==> src/rtl/parametros_secuenciador_pkg.sv <==
// Shared types and defaults for the parameter-memory sequencer.
// Timeout supervision is compiled in only when SEQ_TIMEOUT_EN is defined.
package parametros_pkg;

  localparam int N_PARAM_DEF = 9;
  localparam int AW_DEF      = 4;

  typedef enum logic [1:0] {
    IDLE,
    EDITA,
    FIN
  } estado_e;

  // Output values held while rst is asserted
  localparam int   ADDR_RST    = 0;
  localparam logic EN_RST      = 1'b0;
  localparam logic OCUPADO_RST = 1'b0;
  localparam logic HECHO_RST   = 1'b0;
  localparam logic ERROR_RST   = 1'b0;

endpackage

==> src/rtl/parametros_secuenciador_if.sv <==
// Command/status bundle between the user-input side and the sequencer.
// The slave modport is the sequencer's view.
interface parametros_secuenciador_if
  import parametros_pkg::*;
#(
  parameter int AW = AW_DEF
);
  logic          iniciar;
  logic          avanzar;
  logic          retroceder;
  logic          cancelar;
  logic          listo_ht;
  logic [AW-1:0] addr;
  logic          en;
  logic          ocupado;
  logic          hecho;
  logic          error;

  modport master (
    output iniciar, avanzar, retroceder, cancelar, listo_ht,
    input  addr, en, ocupado, hecho, error
  );

  modport slave (
    input  iniciar, avanzar, retroceder, cancelar, listo_ht,
    output addr, en, ocupado, hecho, error
  );
endinterface

==> src/rtl/sec_watchdog.sv <==
// Idle-cycle counter: clears on clr, otherwise counts up and holds at TIMEOUT-1,
// where expira is asserted.
module sec_watchdog #(
  parameter int TIMEOUT = 1000000
) (
  input  logic clk,
  input  logic rst,
  input  logic clr,
  output logic expira
);
  localparam int CW = (TIMEOUT > 1) ? $clog2(TIMEOUT) : 1;
  localparam logic [CW-1:0] ULTIMO = CW'(TIMEOUT - 1);

  logic [CW-1:0] cnt;

  always_ff @(posedge clk) begin
    if (rst || clr)
      cnt <= '0;
    else if (!expira)
      cnt <= cnt + CW'(1);
  end

  assign expira = (cnt == ULTIMO);
endmodule

==> src/rtl/parametros_secuenciador.sv <==
// Walks the parameter-memory address 0..N_PARAM-1 under user steps, then waits at
// N_PARAM for listo_ht. Optional idle timeout enabled by macro SEQ_TIMEOUT_EN.
module parametros_secuenciador
  import parametros_pkg::*;
#(
  parameter int N_PARAM = N_PARAM_DEF,
  parameter int AW      = AW_DEF,
  parameter int TIMEOUT = 1000000
) (
  input logic                     clk,
  input logic                     rst,
  parametros_secuenciador_if.slave bus
);
  localparam logic [AW-1:0] A_ULT  = AW'(N_PARAM - 1);
  localparam logic [AW-1:0] A_TERM = AW'(N_PARAM);

  estado_e       st, st_n;
  logic [AW-1:0] addr_r, addr_n;
  logic          en_r, ocupado_r, hecho_r, error_r;
  logic          hecho_n, error_n;
  logic          paso, expira;
  logic          avz, ret;

  // Both step inputs high cancel each other out
  assign avz = bus.avanzar & ~bus.retroceder;
  assign ret = bus.retroceder & ~bus.avanzar;

`ifdef SEQ_TIMEOUT_EN
  sec_watchdog #(.TIMEOUT(TIMEOUT)) u_watchdog (
    .clk    (clk),
    .rst    (rst),
    .clr    ((st == IDLE) || paso),
    .expira (expira)
  );
`else
  logic unused_timeout;
  assign expira         = 1'b0;
  assign unused_timeout = ^{TIMEOUT, paso};
`endif

  always_comb begin
    st_n    = st;
    addr_n  = addr_r;
    hecho_n = 1'b0;
    error_n = 1'b0;
    paso    = 1'b0;
    unique case (st)
      IDLE: begin
        addr_n = '0;
        if (bus.iniciar) st_n = EDITA;
      end
      EDITA: begin
        if (bus.cancelar) begin
          st_n   = IDLE;
          addr_n = '0;
        end else if (expira) begin
          st_n    = IDLE;
          addr_n  = '0;
          error_n = 1'b1;
        end else if (avz) begin
          paso   = 1'b1;
          addr_n = addr_r + AW'(1);
          if (addr_r == A_ULT) st_n = FIN;
        end else if (ret) begin
          paso = 1'b1;
          if (addr_r != '0) addr_n = addr_r - AW'(1);
        end
      end
      FIN: begin
        if (bus.cancelar) begin
          st_n   = IDLE;
          addr_n = '0;
        end else if (expira) begin
          st_n    = IDLE;
          addr_n  = '0;
          error_n = 1'b1;
        end else if (ret) begin
          paso   = 1'b1;
          st_n   = EDITA;
          addr_n = A_ULT;
        end else if (bus.listo_ht) begin
          st_n    = IDLE;
          addr_n  = '0;
          hecho_n = 1'b1;
        end else begin
          addr_n = A_TERM;
        end
      end
      default: begin
        st_n   = IDLE;
        addr_n = '0;
      end
    endcase
  end

  // Registered state and outputs
  always_ff @(posedge clk) begin
    if (rst) begin
      st        <= IDLE;
      addr_r    <= AW'(ADDR_RST);
      en_r      <= EN_RST;
      ocupado_r <= OCUPADO_RST;
      hecho_r   <= HECHO_RST;
      error_r   <= ERROR_RST;
    end else begin
      st        <= st_n;
      addr_r    <= addr_n;
      en_r      <= (st_n != IDLE);
      ocupado_r <= (st_n != IDLE);
      hecho_r   <= hecho_n;
      error_r   <= error_n;
    end
  end

  assign bus.addr    = addr_r;
  assign bus.en      = en_r;
  assign bus.ocupado = ocupado_r;
  assign bus.hecho   = hecho_r;
  assign bus.error   = error_r;
endmodule

==> src/flat_wrapper.sv <==
// flat-port wrapper written by rule: the top's interface ports become plain ports
module parametros_secuenciador_flat import parametros_pkg::*;
#(
  parameter int N_PARAM = N_PARAM_DEF,
  parameter int AW      = AW_DEF,
  parameter int TIMEOUT = 1000000
)
  (clk, rst, bus_iniciar, bus_avanzar, bus_retroceder, bus_cancelar, bus_listo_ht, bus_addr, bus_en, bus_ocupado, bus_hecho, bus_error);
  parametros_secuenciador_if #(.AW(AW)) bus_i ();
  input logic clk;
  input logic rst;
  input wire logic [$bits(bus_i.iniciar)-1:0] bus_iniciar;
  input wire logic [$bits(bus_i.avanzar)-1:0] bus_avanzar;
  input wire logic [$bits(bus_i.retroceder)-1:0] bus_retroceder;
  input wire logic [$bits(bus_i.cancelar)-1:0] bus_cancelar;
  input wire logic [$bits(bus_i.listo_ht)-1:0] bus_listo_ht;
  output wire logic [$bits(bus_i.addr)-1:0] bus_addr;
  output wire logic [$bits(bus_i.en)-1:0] bus_en;
  output wire logic [$bits(bus_i.ocupado)-1:0] bus_ocupado;
  output wire logic [$bits(bus_i.hecho)-1:0] bus_hecho;
  output wire logic [$bits(bus_i.error)-1:0] bus_error;
  assign bus_i.iniciar = bus_iniciar;
  assign bus_i.avanzar = bus_avanzar;
  assign bus_i.retroceder = bus_retroceder;
  assign bus_i.cancelar = bus_cancelar;
  assign bus_i.listo_ht = bus_listo_ht;
  assign bus_addr = bus_i.addr;
  assign bus_en = bus_i.en;
  assign bus_ocupado = bus_i.ocupado;
  assign bus_hecho = bus_i.hecho;
  assign bus_error = bus_i.error;
  parametros_secuenciador #(.N_PARAM(N_PARAM), .AW(AW), .TIMEOUT(TIMEOUT)) u_core (.clk(clk), .rst(rst), .bus(bus_i));
endmodule
==> config.mk <==
export PLATFORM = sky130hd
export DESIGN_NAME = parametros_secuenciador_flat
export DESIGN_NICKNAME = d
export VERILOG_FILES = /design/src/rtl/parametros_secuenciador_pkg.sv /design/src/rtl/parametros_secuenciador_if.sv /design/src/rtl/sec_watchdog.sv /design/src/rtl/parametros_secuenciador.sv /design/src/flat_wrapper.sv
export SDC_FILE = /design/constraint.sdc
export NUM_CORES = 1
export LEC_CHECK = 0
export ABC_AREA = 1
export BUFFER_PORTS_ARGS = -buffer_cell sky130_fd_sc_hd__buf_2
export CAP_MARGIN = 20
export CELL_PAD_IN_SITES_DETAIL_PLACEMENT = 1
export CELL_PAD_IN_SITES_GLOBAL_PLACEMENT = 2
export CORE_UTILIZATION = 29
export CTS_CLUSTER_SIZE = 8
export DETAILED_ROUTE_END_ITERATION = 12
export PLACE_DENSITY_LB_ADDON = 0.05
export SKIP_CTS_REPAIR_TIMING = 1
export SYNTH_ARGS = -nofsm -noshare
export SYNTH_HDL_FRONTEND = slang
export SYNTH_SLANG_ARGS = --single-unit
export TNS_END_PERCENT = 5
==> constraint.sdc <==
create_clock -name clk -period 3.6 [get_ports clk]
set_clock_uncertainty 0.15 [all_clocks]
set_input_delay 0.72 -clock clk [delete_from_list [all_inputs] [get_ports clk]]
set_output_delay 0.72 -clock clk [all_outputs]
set_load 0.01 [all_outputs]
Yosys cells after proc, flatten, opt, wreduce, memory -nomap -nowiden

Cells that the tools add are included.

Multiplexer cells: 17
Reductions and logical operators: 5
Bitwise operators: 5
Equality and inequality tests: 5
Add/sub/neg operators: 2

Operator list:

| cell                  | number |
|---|---|
| $mux W4               | 7 |
| $mux W2               | 7 |
| $ne A4 B2 Y1 const B  | 2 |
| $pmux W4 S2           | 1 |
| $pmux W2 S3           | 1 |
| $add A4 B1 Y4 const B | 1 |
| $eq A4 B4 Y1 const B  | 1 |
| $reduce_bool A4 Y1    | 1 |
| $reduce_or A4 Y1      | 1 |
| $sub A4 B1 Y4 const B | 1 |
| $not A1 Y1            | 3 |
| $and A1 B1 Y1         | 2 |
| $eq A2 B1 Y1 const B  | 1 |
| $eq A2 B2 Y1 const B  | 1 |
| $logic_not A2 Y1      | 1 |
| $reduce_and A2 Y1     | 1 |
| $reduce_bool A2 Y1    | 1 |
| $mux W1               | 1 |

Output and inout bits: 8
Bits in registers: 8
Input bits: 7
Logic and storage cells: 38

Longest topological paths before layout

Gate-level depths: netlist of the first run.

Depth in word-level cells: 6
Mapped depth: 13
Mapped depth without buffers: 13

Worst setup path after synthesis of the first run

OpenSTA, ideal clock, no wires.

Path kind: input to register
Start point: in bus_retroceder
End point: reg u_core.addr_r[2] (netlist: u_core.bus.addr[2])
Cell stages on the path: 11
Required time: 3.331 ns
Path slack: 1.448 ns
Buffers on the path: 0
Library setup time: 0.119 ns
Arrival: 1.883 ns
Cells stage by stage: inv_1 -> ha_1 -> inv_1 -> nand2_1 -> and2_1 -> ha_1 -> inv_1 -> o21ai_0 -> or2_2 -> nand3_1 -> a21oi_1

Word-level cells in the longest chain between the ends: 5
Elaborated cells between the ends (all ways): 11
Classes of those cells: eq/ne: 2; mux: 5; bitwise: 3; reduce/logical: 1

Ends and longest elaborated chain:

| element              | line                           | RTL |
|---|---|---|
| from (decl)          | flat_wrapper.sv:14             | `input wire logic [$bits(bus_i.retroceder)-1:0] bus_retroceder;` |
| $not A1 Y1           | parametros_secuenciador.sv:25  | `assign avz = bus.avanzar & ~bus.retroceder;` |
| $and A1 B1 Y1        | parametros_secuenciador.sv:25  |  |
| $mux W4              | parametros_secuenciador.sv:60  | `end else if (avz) begin` |
| $mux W4              | parametros_secuenciador.sv:53  | `if (bus.cancelar) begin` |
| $pmux W4 S2          | parametros_secuenciador.sv:47  | `unique case (st)` |
| to (signal assigned) | parametros_secuenciador.sv:100 | `addr_r <= AW'(ADDR_RST);` |
| to (signal assigned) | parametros_secuenciador.sv:107 | `addr_r <= addr_n;` |
| to (decl)            | parametros_secuenciador.sv:18  | `logic [AW-1:0] addr_r, addr_n;` |

Parallel ways exist; a longest one is shown, timed or not.
A chain may end at the register's enable or synchronous reset.

Worst setup path after layout of the first run

Ends and elaborated chain as after synthesis.

==> results of run 1 <==
## critical path, cell delays in order
cell	delay, ns
sky130_fd_sc_hd__buf_2	0.09
sky130_fd_sc_hd__inv_1	0.05
sky130_fd_sc_hd__ha_1	0.21
sky130_fd_sc_hd__inv_1	0.08
sky130_fd_sc_hd__nand2_1	0.06
sky130_fd_sc_hd__and2_1	0.17
sky130_fd_sc_hd__ha_1	0.17
sky130_fd_sc_hd__inv_1	0.04
sky130_fd_sc_hd__o21ai_0	0.09
sky130_fd_sc_hd__or2_2	0.29
sky130_fd_sc_hd__nand3_1	0.07
sky130_fd_sc_hd__a21oi_1	0.06
## cells by family (layout without fill, tap and decap cells)
kind of cell	Yosys count	after routing
AO/OA/AOI/OAI	12	12
XOR/XNOR	1	1
adder cells (fa/ha/maj)	9	9
buffers and inverters	25	39
flip-flops	8	8
other	1	1
AND/OR/NAND/NOR	44	44
## worst max-delay path by stage
| stage | start | end | slack (ns) | depth (start not counted) |
|---|---|---|---|---|
| 5_1_grt | bus_retroceder | u_core.bus.addr[2] | 1.37 | 12 |
| 4_1_cts | bus_retroceder | u_core.bus.addr[2] | 1.50 | 12 |
| 3_5_place_dp | bus_retroceder | u_core.bus.addr[2] | 1.23 | 12 |
| 6_report | bus_retroceder | u_core.bus.addr[2] | 1.50 | 12 |
| 3_3_place_gp | bus_retroceder | u_core.bus.addr[2] | 1.26 | 12 |
| 2_1_floorplan | bus_retroceder | u_core.bus.addr[2] | 1.45 | 11 |
## sequential cells by signal (all words and copies together), names as in the netlist
register and cells:
u_core.st 2, u_core.bus.en 1, u_core.bus.addr 4, u_core.bus.hecho 1
## cells in the mapped netlist (all sizes together), types with 2 or more instances
library cell / number
or2: 2
ha: 9
buf: 2
nand4: 2
inv: 22
a21oi: 5
dfxtp: 8
o21ai: 6
nand2: 23
nand3: 7
nor2: 7
## power breakdown
group / switching, mW / internal, mW / total [mW]
logic: 0.0275 / 0.0177 / 0.0453
clock network: 0.0378 / 0.0385 / 0.0764
registers: 0.00297 / 0.0917 / 0.0947
## through the flow
stage	hold slack [ns]	power [mW]	std cells	instance area, sq um
finish	0.385	0.216	141	756
global route	0.417	0.233	141	756
CTS	0.388	0.223	141	756
detailed placement	0.374	0.143	138	733
global placement	0.380	0.142	138	733
floorplan	0.340	0.129	100	649
## per-layer routing
layer / track usage / up-vias / wire length [microns]
met5: 0 / - / 0
met3: 0.0467 / 0 / 74
li1: - / 334 / -
met4: 0.0294 / 0 / 0
met2: 0.244 / 13 / 653
met1: 0.199 / 280 / 829
## layout make-up
type                       instances  area [sq um]  share of cell area
tap                               27          33.8              0.0447
timing repair buffer              13          65.1              0.0861
sequential                         8           160               0.212
multi-input combinational         67           387               0.512
clock buffer                       3          22.5              0.0298
inverter                          23          87.6               0.116
==> key figures, run 1 <==
Floorplan
  • Core Area: between 2000 and 2500 sq um
  • Effective utilization at floorplan: 0.318
  • Area of the die: between 2000 and 2500 sq um
  • Row Count: 16
  • Width of the die: 49.3 microns
  • I/O pin cnt: 15
  • Height of the chip: 49.3 microns

Yosys
  • Post-synthesis share of cell area spent on and, or, nand and nor gates: 0.301
  • Post-synthesis cell count: 100
  • Async S/R FF share, synth: 0
  • Net count after synthesis: 116
  • Sequential share of the synthesized area: 0.247
  • Cell variety after synth: 23
  • Top_reg_cell synth: sky130_fd_sc_hd__dfxtp_1
  • Fraction of the mapped netlist area in compound gates: 0.102
  • Library cell occupying the most area in the post-synthesis netlist: sky130_fd_sc_hd__dfxtp_1
  • Yosys synthesis warning count: 0
  • Number of storage elements in the synthesis netlist: 8
  • Number of flops mapped to enable cells by yosys: 0
  • Combinational family with the most area after synthesis: simple AND/OR/NAND/NOR gates
  • Share of the synthesized area in the top cell type: 0.247
  • Synthesized cell area: 649 sq um
  • Post-synthesis mux area share: 0
  • Post-synthesis share of cell area spent on xor and xnor gates: 0.0135
  • Synth Area per Inst: 6.49 sq um
  • Top cells by area in the synthesized netlist: sky130_fd_sc_hd__dfxtp_1 (25%), sky130_fd_sc_hd__ha_1 (17%), sky130_fd_sc_hd__inv_1 (13%)
  • Post-synthesis adder-cell area fraction: 0.173

Hold path
  • Cells on Worst Hold Path: 2
  • Startpoint of the lowest-slack hold path: u_core.bus.addr[3]
  • Class of the most critical hold timing path: register to register
  • End point of the worst hold path: u_core.bus.addr[3]

Timing
  • Final-layout setup total negative slack: 0 ns
  • Setup repair after global routing missed its margin: no
  • Setup violators final: 0
  • Min setup slack post-route: 1.50 ns
  • Final Max Slew Viols: 0
  • Period utilisation layout: 0.585
  • Maximum operating frequency: about 0.48 GHz
  • Fin crit period: ~2.1 ns
  • Hold Violations, Final: 0

Power
  • IR Drop Worst-Case VDD: 0.212 mV
  • Leak: ~0.42 nW
  • Cell area power density: ~290 nW/um^2

CTS
  • Root Buffer: sky130_fd_sc_hd__clkbuf_4
  • Total clock buffers created by CTS: 3
  • TritonCTS clock tree: done
  • Total clock sinks: 8
  • Clock Tree Buf Depth: 2
  • Htree depth: 1
  • Clock latency at the later pin of the worst-skew pair: between 0.2 and 0.3 ns
  • Clock-pin slew on the worst setup and hold paths: ~0.070 ns

Finish
  • Number of nets in the final layout: about 130
  • Fraction of final layout cells sized beyond drive strength 1: 0.184
  • Top library cells by usage in the layout, fill and taps aside: sky130_fd_sc_hd__inv_1 (22), sky130_fd_sc_hd__nand2_1 (22), sky130_fd_sc_hd__buf_2 (13)
  • Number of fillers in the final layout: 283
  • Antenna Cells: 0
  • Area growth from synthesis to layout: 16.4%
  • Utilization of the core after routing: 0.370

Global routing
  • Via count of the first global-routing pass: 647
  • Wire length of the first global-routing pass: approximately 2800 microns
  • Antenna violations before repair: 0
  • Maximum number of pins on one net before global-route repair: 8
  • Sum of overflow across all layers after global routing: 0
  • Tot GR Track Use: 0.152

Setup path
  • Setup CP Type: input pin to register
  • Critical path endpoint category: register
  • Start of the worst register-to-register path: u_core.bus.addr[1]
  • Data arrival time of the critical path: between 2 and 2.5 ns
  • Peak fanout along the critical path: 2
  • Crit Reg-Reg Endpoint: u_core.bus.addr[2]
  • Internal reg-to-reg setup slack: about 1.9 ns
  • Worst reg2reg path depth: 8
  • Startpoint Class: input pin
  • Crit path required time: around 3.6 ns

Routing
  • Detailed-route wire length: about 1600 microns
  • DR DRC count: 0
  • Post-DR vias/cell: about 4.4
  • Routed wirelength normalized by instance count: 11.0 microns
  • ANT nets after route: 0
  • Number of iterations in the first detailed-routing pass: 3
  • Number of DRC markers in iteration 0: 11
  • Total vias in the final route: 627

Place
  • Placement-stage worst setup slack: 1.23 ns
  • Weighted congestion reported at the end of routability-driven placement: about 0.75
  • Post-DP HPWL: about 1300 microns
  • I/O Buffers: 13

Outcome
  • Result of the run: completed

Job
  • Max-Cap Viols: 0
Note: power is estimated with default switching activity, not from simulation.
==> run 2, diff against run 1 <==
--- a/config.mk
+++ b/config.mk
@@ -10,7 +10,7 @@
 export CAP_MARGIN = 20
 export CELL_PAD_IN_SITES_DETAIL_PLACEMENT = 1
 export CELL_PAD_IN_SITES_GLOBAL_PLACEMENT = 2
-export CORE_UTILIZATION = 29
+export CORE_UTILIZATION = 24
 export CTS_CLUSTER_SIZE = 8
 export DETAILED_ROUTE_END_ITERATION = 12
 export PLACE_DENSITY_LB_ADDON = 0.05
==> constraint.sdc (replaced) <==
create_clock -name clk -period 1.92 [get_ports clk]
set_clock_uncertainty 0.15 [all_clocks]
set_input_delay 0.384 -clock clk [delete_from_list [all_inputs] [get_ports clk]]
set_output_delay 0.384 -clock clk [all_outputs]
set_load 0.01 [all_outputs]
==> run 2 against run 1 <==
Compared with the run above: routed wire length up 7.5%; critical path depth unchanged; non-clock buffer count increased by 6; sequential cell count did not move; via count increased by 1.1%; critical endpoint unchanged; worst hold slack worse by 0.16 ns; sequential share of layout area shrank 1.3 points; global-route usage is 2.1 points lower; total power is 94% higher; core utilization decreased by 5.1 points; highest routed layer unchanged; final cell count rose by 6.4%.
==> key figures, run 2 (synthesized netlist as in run 1, its figures left out) <==
Finish
  • Final instance count without filler cells: 150
  • Number of nets in the final layout: between 100 and 150
  • Area growth from synthesis to layout: 23.9%
  • Flip-flop count of the largest register after layout: 4
  • Fraction of final layout cells sized beyond drive strength 1: 0.225
  • Number of fillers in the final layout: roughly 340
  • Top library cells by usage in the layout, fill and taps aside: sky130_fd_sc_hd__inv_1 (22), sky130_fd_sc_hd__nand2_1 (22), sky130_fd_sc_hd__buf_2 (13)
  • Utilization of the core after routing: 0.319
  • Fin area: 805 sq um
  • Antenna Cells: 0

Floorplan
  • Width of the die: 54.0 microns
  • Area of the die: around 3000 sq um
  • Height of the chip: around 54 microns
  • Core Area: between 2000 and 3000 sq um
  • Effective utilization at floorplan: 0.257
  • Row Count: 18
  • I/O pin cnt: 15

Routing
  • Detailed-route wire length: around 1700 microns
  • Number of iterations in the first detailed-routing pass: 2
  • Routed wirelength normalized by instance count: about 11 microns
  • Post-DR vias/cell: roughly 4.2
  • Number of DRC markers in iteration 0: 6
  • ANT nets after route: 0
  • DR DRC count: 0
  • Total vias in the final route: 634

Setup path
  • Startpoint Class: input pin
  • Crit path required time: around 1.9 ns
  • Critical path endpoint category: register
  • Setup CP Type: input pin to register
  • Peak fanout along the critical path: 2
  • Data arrival time of the critical path: around 1.7 ns

Power
  • Internal power contribution: roughly 290 uW
  • Leak: between 0.4 and 0.5 nW
  • IR Drop Worst-Case VDD: around 0.29 mV
  • Switching power: 134 uW
  • Proportion of total power due to net switching: 0.319
  • Clock network fraction of total power: 0.351
  • Cell area power density: roughly 520 nW/um^2
  • Gate power share: 0.227
  • Share of power burned in registers: 0.422

Outcome
  • Result of the run: completed

Global routing
  • Tot GR Track Use: 0.131
  • Sum of overflow across all layers after global routing: 0
  • Antenna violations before repair: 0
  • Wire length of the first global-routing pass: between 2000 and 3000 microns
  • Via count of the first global-routing pass: between 500 and 600
  • Maximum number of pins on one net before global-route repair: 8

Timing
  • Setup violators final: 0
  • Maximum operating frequency: between 0.5 and 0.6 GHz
  • Setup repair after global routing missed its margin: no
  • Hold Violations, Final: 0
  • Period utilisation layout: 0.898
  • Final Max Slew Viols: 0
  • Fin crit period: 1.73 ns

CTS
  • Clock-pin slew on the worst setup and hold paths: 0.07 ns
  • Clock Tree Buf Depth: 2
  • Total clock buffers created by CTS: 3
  • TritonCTS clock tree: done
  • Total clock sinks: 8
  • Htree depth: 1
  • Clock latency at the later pin of the worst-skew pair: around 0.27 ns
  • Root Buffer: sky130_fd_sc_hd__clkbuf_4

Place
  • Post-Place Cell Area: between 700 and 800 sq um
  • I/O Buffers: 13
  • Weighted congestion reported at the end of routability-driven placement: approximately 0.7
  • Post-DP HPWL: 1360 microns
  • Placed insts: 147

Job
  • Max-Cap Viols: 0

Hold path
  • Class of the most critical hold timing path: input pin to register
[run 2: routing by layer]
layer,up-vias,global-route usage,part of all wire
met4,0,0.0256,0
met3,0,0.0508,0.050
met2,12,0.189,0.42
li1,343,-,-
met5,-,0,0
met1,279,0.183,0.53
[run 2: through the flow]
| stage | worst slack (ns) | hold WS [ns] | power [mW] | TNS [ns] |
|---|---|---|---|---|
| 6_report | 0.195 | 0.223 | 0.420 | 0 |
| 5_1_grt | 0.0305 | 0.240 | 0.445 | 0 |
| 4_1_cts | 0.144 | 0.225 | 0.423 | 0 |
| 3_5_place_dp | -0.122 | 0.380 | 0.278 | -0.195 |
| 3_3_place_gp | -0.0790 | 0.382 | 0.278 | -0.142 |
| 2_1_floorplan | 0.104 | 0.303 | 0.242 | 0 |
[run 2: cell type report]
cell class	instances	area [sq um]	share of cell area
Clock buffer	3	22.5	0.0280
Tap cell	30	37.5	0.0467
Sequential cell	8	160	0.199
Timing Repair Buffer	19	110	0.137
Inverter	23	87.6	0.109
Multi-Input combinational cell	67	387	0.481
[run 2: worst paths after layout]
path	from	to	slack, ns	cells past startpoint
setup / recovery	bus_retroceder	u_core.bus.addr[2]	0.19	12
hold reg to reg	u_core.bus.addr[3]	u_core.bus.addr[3]	0.40	2
setup reg to reg	u_core.st[1]	u_core.bus.addr[0]	0.25	9
hold / removal	bus_listo_ht	u_core.bus.hecho	0.22	3
[run 2: worst max-delay path, stage by stage]
cell	delay (ns)
sky130_fd_sc_hd__buf_2	0.09
sky130_fd_sc_hd__inv_1	0.05
sky130_fd_sc_hd__ha_1	0.22
sky130_fd_sc_hd__inv_1	0.08
sky130_fd_sc_hd__nand2_1	0.06
sky130_fd_sc_hd__and2_1	0.16
sky130_fd_sc_hd__ha_1	0.17
sky130_fd_sc_hd__inv_1	0.05
sky130_fd_sc_hd__o21ai_1	0.06
sky130_fd_sc_hd__or2_2	0.27
sky130_fd_sc_hd__nand3_1	0.07
sky130_fd_sc_hd__a21oi_1	0.06
[run 2: power groups by stage]
| stage | Combinational, mW | Sequential (mW) | Clock [mW] |
|---|---|---|---|
| 2_1_floorplan | 0.0595 | 0.182 | 0 |
| 3_3_place_gp | 0.0964 | 0.181 | 0 |
| 3_5_place_dp | 0.0970 | 0.181 | 0 |
| 4_1_cts | 0.0979 | 0.178 | 0.147 |
| 5_1_grt | 0.111 | 0.179 | 0.156 |
| 6_report | 0.0955 | 0.178 | 0.147 |
